### config.mk
export PLATFORM = sky130hd
export DESIGN_NAME = regfile_op_sequencer
export DESIGN_NICKNAME = d
export VERILOG_FILES = /design/src/rtl/regfile_op_sequencer.sv
export SDC_FILE = /design/constraint.sdc
export NUM_CORES = 1
export LEC_CHECK = 0
export ABC_AREA = 0
export CAP_MARGIN = 20
export CORE_MARGIN = 2
export CORE_UTILIZATION = 45
export CTS_BUF_LIST = sky130_fd_sc_hd__clkbuf_16
export DETAILED_ROUTE_END_ITERATION = 12
export PLACE_DENSITY = 0.86
export SYNTH_ARGS = -nofsm -noshare
export SYNTH_HDL_FRONTEND = slang
export SYNTH_SLANG_ARGS = --single-unit
### constraint.sdc
create_clock -name clk -period 3.07 [get_ports clk]
set_input_delay 0.614 -clock clk [delete_from_list [all_inputs] [get_ports clk]]
set_output_delay 0.614 -clock clk [all_outputs]
set_load 0.01 [all_outputs]
### src/rtl/regfile_op_sequencer.sv
// Register-file operation sequencer: reads two operands, runs a small ALU, writes back, responds.
// Optional macro REGSEQ_OVF_FLAG_EN adds the resp_ovf signed-overflow flag.
module regfile_op_sequencer #(
  parameter int DATA_W = 32,
  parameter int ADDR_W = 5
) (
  input  logic              clk,
  input  logic              rst_n,
  input  logic              cmd_valid,
  output logic              cmd_ready,
  input  logic [1:0]        cmd_op,
  input  logic [ADDR_W-1:0] cmd_rs1,
  input  logic [ADDR_W-1:0] cmd_rs2,
  input  logic [ADDR_W-1:0] cmd_rd,
  output logic [ADDR_W-1:0] rf_read_addr1,
  output logic [ADDR_W-1:0] rf_read_addr2,
  input  logic [DATA_W-1:0] rf_read_data1,
  input  logic [DATA_W-1:0] rf_read_data2,
  output logic [ADDR_W-1:0] rf_write_addr,
  output logic [DATA_W-1:0] rf_write_data,
  output logic              rf_write_en,
  output logic              resp_valid,
  input  logic              resp_ready,
  output logic [DATA_W-1:0] resp_data,
`ifdef REGSEQ_OVF_FLAG_EN
  output logic              resp_ovf,
`endif
  output logic [ADDR_W-1:0] resp_rd
);

  typedef enum logic [2:0] {IDLE, READ, EXEC, WRITE, RESP} state_e;

  localparam logic [1:0] OP_ADD = 2'b00;
  localparam logic [1:0] OP_SUB = 2'b01;
  localparam logic [1:0] OP_AND = 2'b10;

  state_e              state_q, state_d;
  logic [1:0]          op_q;
  logic [ADDR_W-1:0]   rd_q;
  logic [ADDR_W-1:0]   raddr1_q, raddr2_q;
  logic [ADDR_W-1:0]   waddr_q;
  logic [DATA_W-1:0]   wdata_q;
  logic                wen_q;
  logic                resp_valid_q;
  logic [DATA_W-1:0]   resp_data_q;
  logic [ADDR_W-1:0]   resp_rd_q;

  // Results wrap modulo 2^DATA_W; MOV passes operand 1 through.
  function automatic logic [DATA_W-1:0] alu_result(input logic [1:0] op,
                                                   input logic signed [DATA_W-1:0] a,
                                                   input logic signed [DATA_W-1:0] b);
    logic [DATA_W-1:0] r;
    case (op)
      OP_ADD:  r = a + b;
      OP_SUB:  r = a - b;
      OP_AND:  r = a & b;
      default: r = a;
    endcase
    return r;
  endfunction

`ifdef REGSEQ_OVF_FLAG_EN
  logic ovf_q, resp_ovf_q;

  function automatic logic alu_ovf(input logic [1:0] op,
                                   input logic signed [DATA_W-1:0] a,
                                   input logic signed [DATA_W-1:0] b);
    logic signed [DATA_W-1:0] r;
    logic ovf;
    r   = '0;
    ovf = 1'b0;
    if (op == OP_ADD) begin
      r   = a + b;
      ovf = (a[DATA_W-1] == b[DATA_W-1]) && (r[DATA_W-1] != a[DATA_W-1]);
    end else if (op == OP_SUB) begin
      r   = a - b;
      ovf = (a[DATA_W-1] != b[DATA_W-1]) && (r[DATA_W-1] != a[DATA_W-1]);
    end
    return ovf;
  endfunction
`endif

  always_ff @(posedge clk or negedge rst_n) begin
    if (!rst_n) state_q <= IDLE;
    else        state_q <= state_d;
  end

  always_comb begin
    state_d = state_q;
    case (state_q)
      IDLE:    if (cmd_valid) state_d = READ;
      READ:    state_d = EXEC;
      EXEC:    state_d = WRITE;
      WRITE:   state_d = RESP;
      RESP:    if (resp_ready) state_d = IDLE;
      default: state_d = IDLE;
    endcase
  end

  // Operands are sampled in EXEC, so rd==rs1/rs2 sees the pre-write values.
  always_ff @(posedge clk or negedge rst_n) begin
    if (!rst_n) begin
      op_q         <= '0;
      rd_q         <= '0;
      raddr1_q     <= '0;
      raddr2_q     <= '0;
      waddr_q      <= '0;
      wdata_q      <= '0;
      wen_q        <= 1'b0;
      resp_valid_q <= 1'b0;
      resp_data_q  <= '0;
      resp_rd_q    <= '0;
`ifdef REGSEQ_OVF_FLAG_EN
      ovf_q        <= 1'b0;
      resp_ovf_q   <= 1'b0;
`endif
    end else begin
      case (state_q)
        IDLE: if (cmd_valid) begin
          op_q     <= cmd_op;
          rd_q     <= cmd_rd;
          raddr1_q <= cmd_rs1;
          raddr2_q <= cmd_rs2;
        end
        EXEC: begin
          wdata_q <= alu_result(op_q, rf_read_data1, rf_read_data2);
          waddr_q <= rd_q;
          wen_q   <= (rd_q != '0);
`ifdef REGSEQ_OVF_FLAG_EN
          ovf_q   <= alu_ovf(op_q, rf_read_data1, rf_read_data2);
`endif
        end
        WRITE: begin
          wen_q        <= 1'b0;
          resp_valid_q <= 1'b1;
          resp_data_q  <= wdata_q;
          resp_rd_q    <= waddr_q;
`ifdef REGSEQ_OVF_FLAG_EN
          resp_ovf_q   <= ovf_q;
`endif
        end
        RESP: if (resp_ready) resp_valid_q <= 1'b0;
        default: ;
      endcase
    end
  end

  assign cmd_ready     = (state_q == IDLE);
  assign rf_read_addr1 = raddr1_q;
  assign rf_read_addr2 = raddr2_q;
  assign rf_write_addr = waddr_q;
  assign rf_write_data = wdata_q;
  assign rf_write_en   = wen_q;
  assign resp_valid    = resp_valid_q;
  assign resp_data     = resp_data_q;
  assign resp_rd       = resp_rd_q;
`ifdef REGSEQ_OVF_FLAG_EN
  assign resp_ovf      = resp_ovf_q;
`endif

endmodule

======== Word level (Yosys, flattened, before mapping) ========
Index checks and enable logic that the tools add are counted.
cells by class
  $add $sub $neg .......................... 2
  equal/unequal tests ..................... 8
  multiplexer cells ....................... 7
  bitwise logic cells ..................... 1
  reduce and logical (&&, ||, !) cells .... 8
operators with widths
  kind                count
  $pmux 32 s3         1
  $add 32x32->32      1
  $and 32x32->32      1
  $sub 32x32->32      1
  $pmux 3 s5          1
  $eq 3x2->1 const B  2
  $mux 3              2
  $reduce_and 2->1    3
  $reduce_bool 5->1   1
  $ne 2x2->1 const B  2
  $pmux 1 s2          2
  $reduce_bool 2->1   2
  $eq 3x1->1 const B  1
  $eq 3x3->1 const B  1
  $logic_not 3->1     1
  $eq 2x1->1 const B  1
  $eq 2x2->1 const B  1
  $logic_not 2->1     1
  $mux 1              1
storage, ports and cells
  bits in registers ....................... 96
  input bits .............................. 85
  output and inout bits ................... 87
  word-level logic and storage cells ...... 37

======== Longest topological paths before layout ========
  depth after elaboration ................. 3
  mapped depth ............................ 18
  gate-level depth less buffers ........... 17

======== Worst setup path before layout ========
No wires, ideal clock.
  path type ............................... input -> register
  from .................................... input port rf_read_data2[4]
  to ...................................... register wdata_q[30] (netlist: rf_write_data[30])
  setup time .............................. 0.138 ns
  arrival time ............................ 4.290 ns
  required time ........................... 2.932 ns
  path slack .............................. -1.358 ns
  stages on the path ...................... 18
  path buffers ............................ 1
  cells stage by stage .................... or4_4 > nor4_4 > nand2_1 > or4_1 > or3_4 > nor3_4 > a21oi_1 > xnor2_1 > ha_1 > clkbuf_1 > nand2_1 > o21ai_0 > a21oi_1 > o21ba_2 > o221a_2 > o31ai_1 > xnor2_1 > o211ai_1
between the ends
  word-level cells in the longest chain between the ends .. 2
  elaborated cells on any way between the ends .. 3
  those cells by class .................... 2 x add/sub; 1 x mux
ends and longest elaborated chain
  item                                              line    RTL
  from (decl)                                       18      input logic [DATA_W-1:0] rf_read_data2,
  $sub 32x32->32 or $add 32x32->32 (tied branches)  55, 54
  $pmux 32 s3 *                                     53      case (op)
  to (signal assigned)                              126     wdata_q <= alu_result(op_q, rf_read_data1, rf_read_data2);
  to (decl)                                         42      logic [DATA_W-1:0] wdata_q;
Mark *: on every way between the ends. The rest lies on a longest branch, timed or not.
A chain may end at the register's enable or synchronous reset.

======== Final worst setup path ========
  from .................................... input port rf_read_data2[8]
  to ...................................... register wdata_q[31] (netlist: rf_write_data[31])
The elaborated chain is that of the path after synthesis.

==> impl_metrics.yaml <==
yosys:
  ys_top_cells_by_area: "dfrtp_1, mux2_2, ha_1"
  synthSimpleGateAreaFrac: 0.132
  synth_compound_area_frac: 0.212
  synthAdderAreaFrac: 0.0682
  synth_fp_nets: 786
  synth_xor_area_frac: 0.0773
  syn_inst: 667
  synth_top_family_by_area: "compound AO/OA/AOI/OAI gates"
  synthArstFlopShare: 1.00
  yosysUniqueCellTypes: 57
  yosysSeqAreaShare: 0.378
  ys_seq_elements: 96
  synth_edf_count: 0
  netlist_area_sq_mm: 0.00635
  yosysTopAreaCell: "dfrtp_1"
  synth_warnings: 0
  synth_top_area_frac: 0.378
  ys.flop_type: "dfrtp_1"
  avgSynthCellArea_sq_um: 9.52
  muxShareOfSynthArea: 0.101
clock_tree:
  numCtsBuffers: 9
  cts-root-buf: "clkbuf_16"
  cts_max_level: 3
  clk_pin_slew_worst_paths_ns: 0.08
  cts_num_sinks: 96
  clock_latency_ns: 0.35
  tritoncts: "yes"
  clockBufferDepth: 2
power_and_ir_drop:
  power_frac_clock: 0.087
  switchingPower_w: 0.00557
  max-vdd-ir-drop_mv: 0.554
  p_sw_frac: 0.443
  combPwrFrac: 0.721
  p_int_w: 0.00701
  leakagePower_nw: 4.47
  power_density_mw_per_mm2: 1180
  seqPwrFrac: 0.192
global_routing:
  grt.overflow.total: 0
  grt_pass1_vias: 6986
  grt_first_pass_wirelength_mm: 36.2
  grt_max_degree: 78
  grt_use_total: 0.310
  antenna_found_initial: 1
routing:
  drt_iter0_markers: 845
  vias_per_cell: 6.28
  wl_met1_mm: 9.83
  dr.pass1.iters: 5
  dr_wl_met2_mm: 12.3
  antenna_left: 0
  routed.top_layer: "met5"
  wl_mm: 26.5
  wl_per_cell_microns: 22.4
  vias: 7433
  dr_wl_met3_mm: 2.89
  route.detailed.drc: 0
finish:
  area_delta_synth_final_pct: 67.8
  fillers: 803
  drive_gt1_frac: 0.372
  num_antenna_cells: 0
  fin_area_sq_mm: 0.0107
  fin_nets: 1117
worst_hold_path:
  hold_path.class: "input port to asynchronous set/reset pin"
placement:
  place_area_sq_mm: 0.00939
  port_buffers: 171
  gp_congestion: 1.02
  dp_hpwl_mm: 16.0
  place_ws_ns: -1.95
setup_path:
  crit_required_ns: 3.27
  reg2reg_from: "op_q[1]"
  crit_path_end_kind: "register"
  r2r_cells: 13
  crit_path_end: "rf_write_data[31]"
  crit_slowest_cell: "clkdlybuf4s50_1"
  critPathKind: "input port to register"
  r2r_setup_slack_ns: -0.37
  r2r-end: "rf_write_data[16]"
  crit_chain: "clkdlybuf4s50_1 > nor4_4 > nand2_2 > or4_4 > or3_4 > nor3_4 > buf_12 > buf_6 > a21oi_4 > xnor2_1 > ha_1 > a21o_1 > nand2_1 > nand2_1 > a21o_1 > or3b_4 > o22ai_4 > xnor2_2 > o211ai_1"
  cp-start-kind: "input port"
  cp.arrival_ns: 4.83
  worst_path_largest_cell_delay_ns: 0.49
  cp_max_fo: 6
  crit_start: "rf_read_data2[8]"
  path_buf_inv: 3
  crit_cells: 19
  critical-path-top-delay-family: "simple AND/OR/NAND/NOR gates"
timing:
  fmax_mhz: 216
  rsz0062_at_grt: "true"
  layout_setup_ws_ns: -1.55
  tightest_slew_ns: 0.966
  post-route-period-util: 1.51
  setup_violations: 25
  timing.clock.skew_ns: 0.0156
  fin_crit_ns: 4.62
  slew_headroom: 0.356
  finalHoldViolCount: 0
  hold_slack_ns: 0.406
  drv_slew: 0
floorplan:
  core_sq_mm: 0.0138
  die_y_microns: 123
  initial_utilization: 0.459
  die_w_microns: 123
  std_cell_rows: 43
  ios: 172
  dieArea_sq_mm: 0.0151
run:
  drv_cap: 0
outcome:
  outcome: "finished with violations"
  violations: "negative setup slack"
-- synthesized netlist by cell type (8+ instances only) --
master	instances
a21oi_1	46
a31oi_1	9
clkbuf_1	34
dfrtp_1	96
ha_1	33
inv_1	15
mux2_2	55
nand2_1	63
nand2b_1	8
nand3_1	9
nand4_1	9
nor2_1	38
nor3_1	12
o2111ai_1	8
o211ai_1	42
o21a_1	22
o21ai_0	32
xnor2_1	37
xor2_1	19
-- stage by stage --
step,TNS (ns),std cells,total power [W],util
finish,-27.07,1183,0.0126,0.770
global route,-29.13,1183,0.0131,0.770
CTS,-25.25,1177,0.0113,0.741
detailed placement,-38.04,1137,0.00951,0.679
global placement,-35.94,1137,0.00929,0.679
floorplan,-17.32,667,0.00622,-
-- how the worst min path moves through the flow --
stage                 start               end  slack, ns
floorplan             rst_n           op_q[0]       0.32
finish                rst_n      resp_data[8]       0.41
global route          rst_n      resp_data[8]       0.50
CTS                   rst_n      resp_data[8]       0.46
global placement    rd_q[1]  rf_write_addr[1]       0.47
detailed placement  rd_q[2]  rf_write_addr[2]       0.47
-- routing by layer --
metal  vias to the layer above  track usage
met3                       169       0.0609
li1                       3132            -
met1                      3553        0.404
met5                         -            0
met4                         2        0.124
met2                       577        0.506
-- cells in the final DEF, fill, tap and decap left out, types with 3 or more instances in the layout --
cell type,count
a21o_1,5
a21oi_1,29
a21oi_2,12
a21oi_4,5
a31oi_1,6
a31oi_4,3
a41oi_2,3
and3_1,4
buf_4,165
buf_6,22
clkbuf_16,9
clkdlybuf4s50_1,164
dfrtp_1,96
ha_1,31
inv_1,13
mux2_2,55
nand2_1,53
nand2_2,9
nand2b_1,8
nand3_1,6
nand4_1,9
nor2_1,28
nor2_2,6
nor2_4,4
nor3_1,10
o2111ai_1,8
o211ai_1,42
o21a_1,20
o21ai_0,14
o21ai_1,7
o21ai_2,7
o21ai_4,4
or3_4,3
xnor2_1,29
xnor2_2,8
xor2_1,17
-- cells by family (layout without fill, tap and decap cells) --
group                      count (synthesis)  after routing
AOI/OAI and AO/OA                        201            201
and+or+nand+nor                          171            171
adders and majority gates                 34             34
xor gates and xnor gates                  56             56
DFF                                       96             96
muxes                                     57             57
buffers and inverters                     52            388
-- registers in the layout, indices dropped and copies added, names as in the netlist --
register       count
resp_data         32
rf_write_data     32
rd_q               5
resp_rd            5
rf_read_addr1      5
rf_read_addr2      5
rf_write_addr      5
state_q            3
op_q               2
resp_valid         1
rf_write_en        1
-- area by class of cell --
class	count	area, sq um	share of cell area
inverters	15	56.3	0.00529
well taps	180	225	0.0211
clock buffers	9	225	0.0211
multi-input cells	519	4480	0.420
flip-flops and latches	96	2400	0.226
clock inverters	7	63.8	0.00599
repair buffers	357	3200	0.301
-- power by group through the flow --
stage               sequential (W)  clock (W)  combinational (W)
global route               0.00249    0.00116            0.00949
global placement           0.00236          0            0.00693
CTS                        0.00238    0.00109            0.00782
floorplan                  0.00255          0            0.00367
detailed placement         0.00241          0            0.00711
finish                     0.00241    0.00109            0.00907
-- timing repair --
item | in CTS | in global routing
setup buffers | 29 | 15
endpoints found under the setup margin | 26 | 26
hold buffers | 0 | 0
pin swaps | 61 | 81
gates resized for setup | 105 | 80
-- worst register-to-register path: cells and delay by family (launching register included) --
kind	cells	cell delay, ns
flops	1	0.44
simple gates	3	0.70
compound gates	5	0.96
fa+ha+maj	1	0.40
buf+inv	2	0.39
xor+xnor	2	0.41
Note: power is estimated with default switching activity, not from simulation.
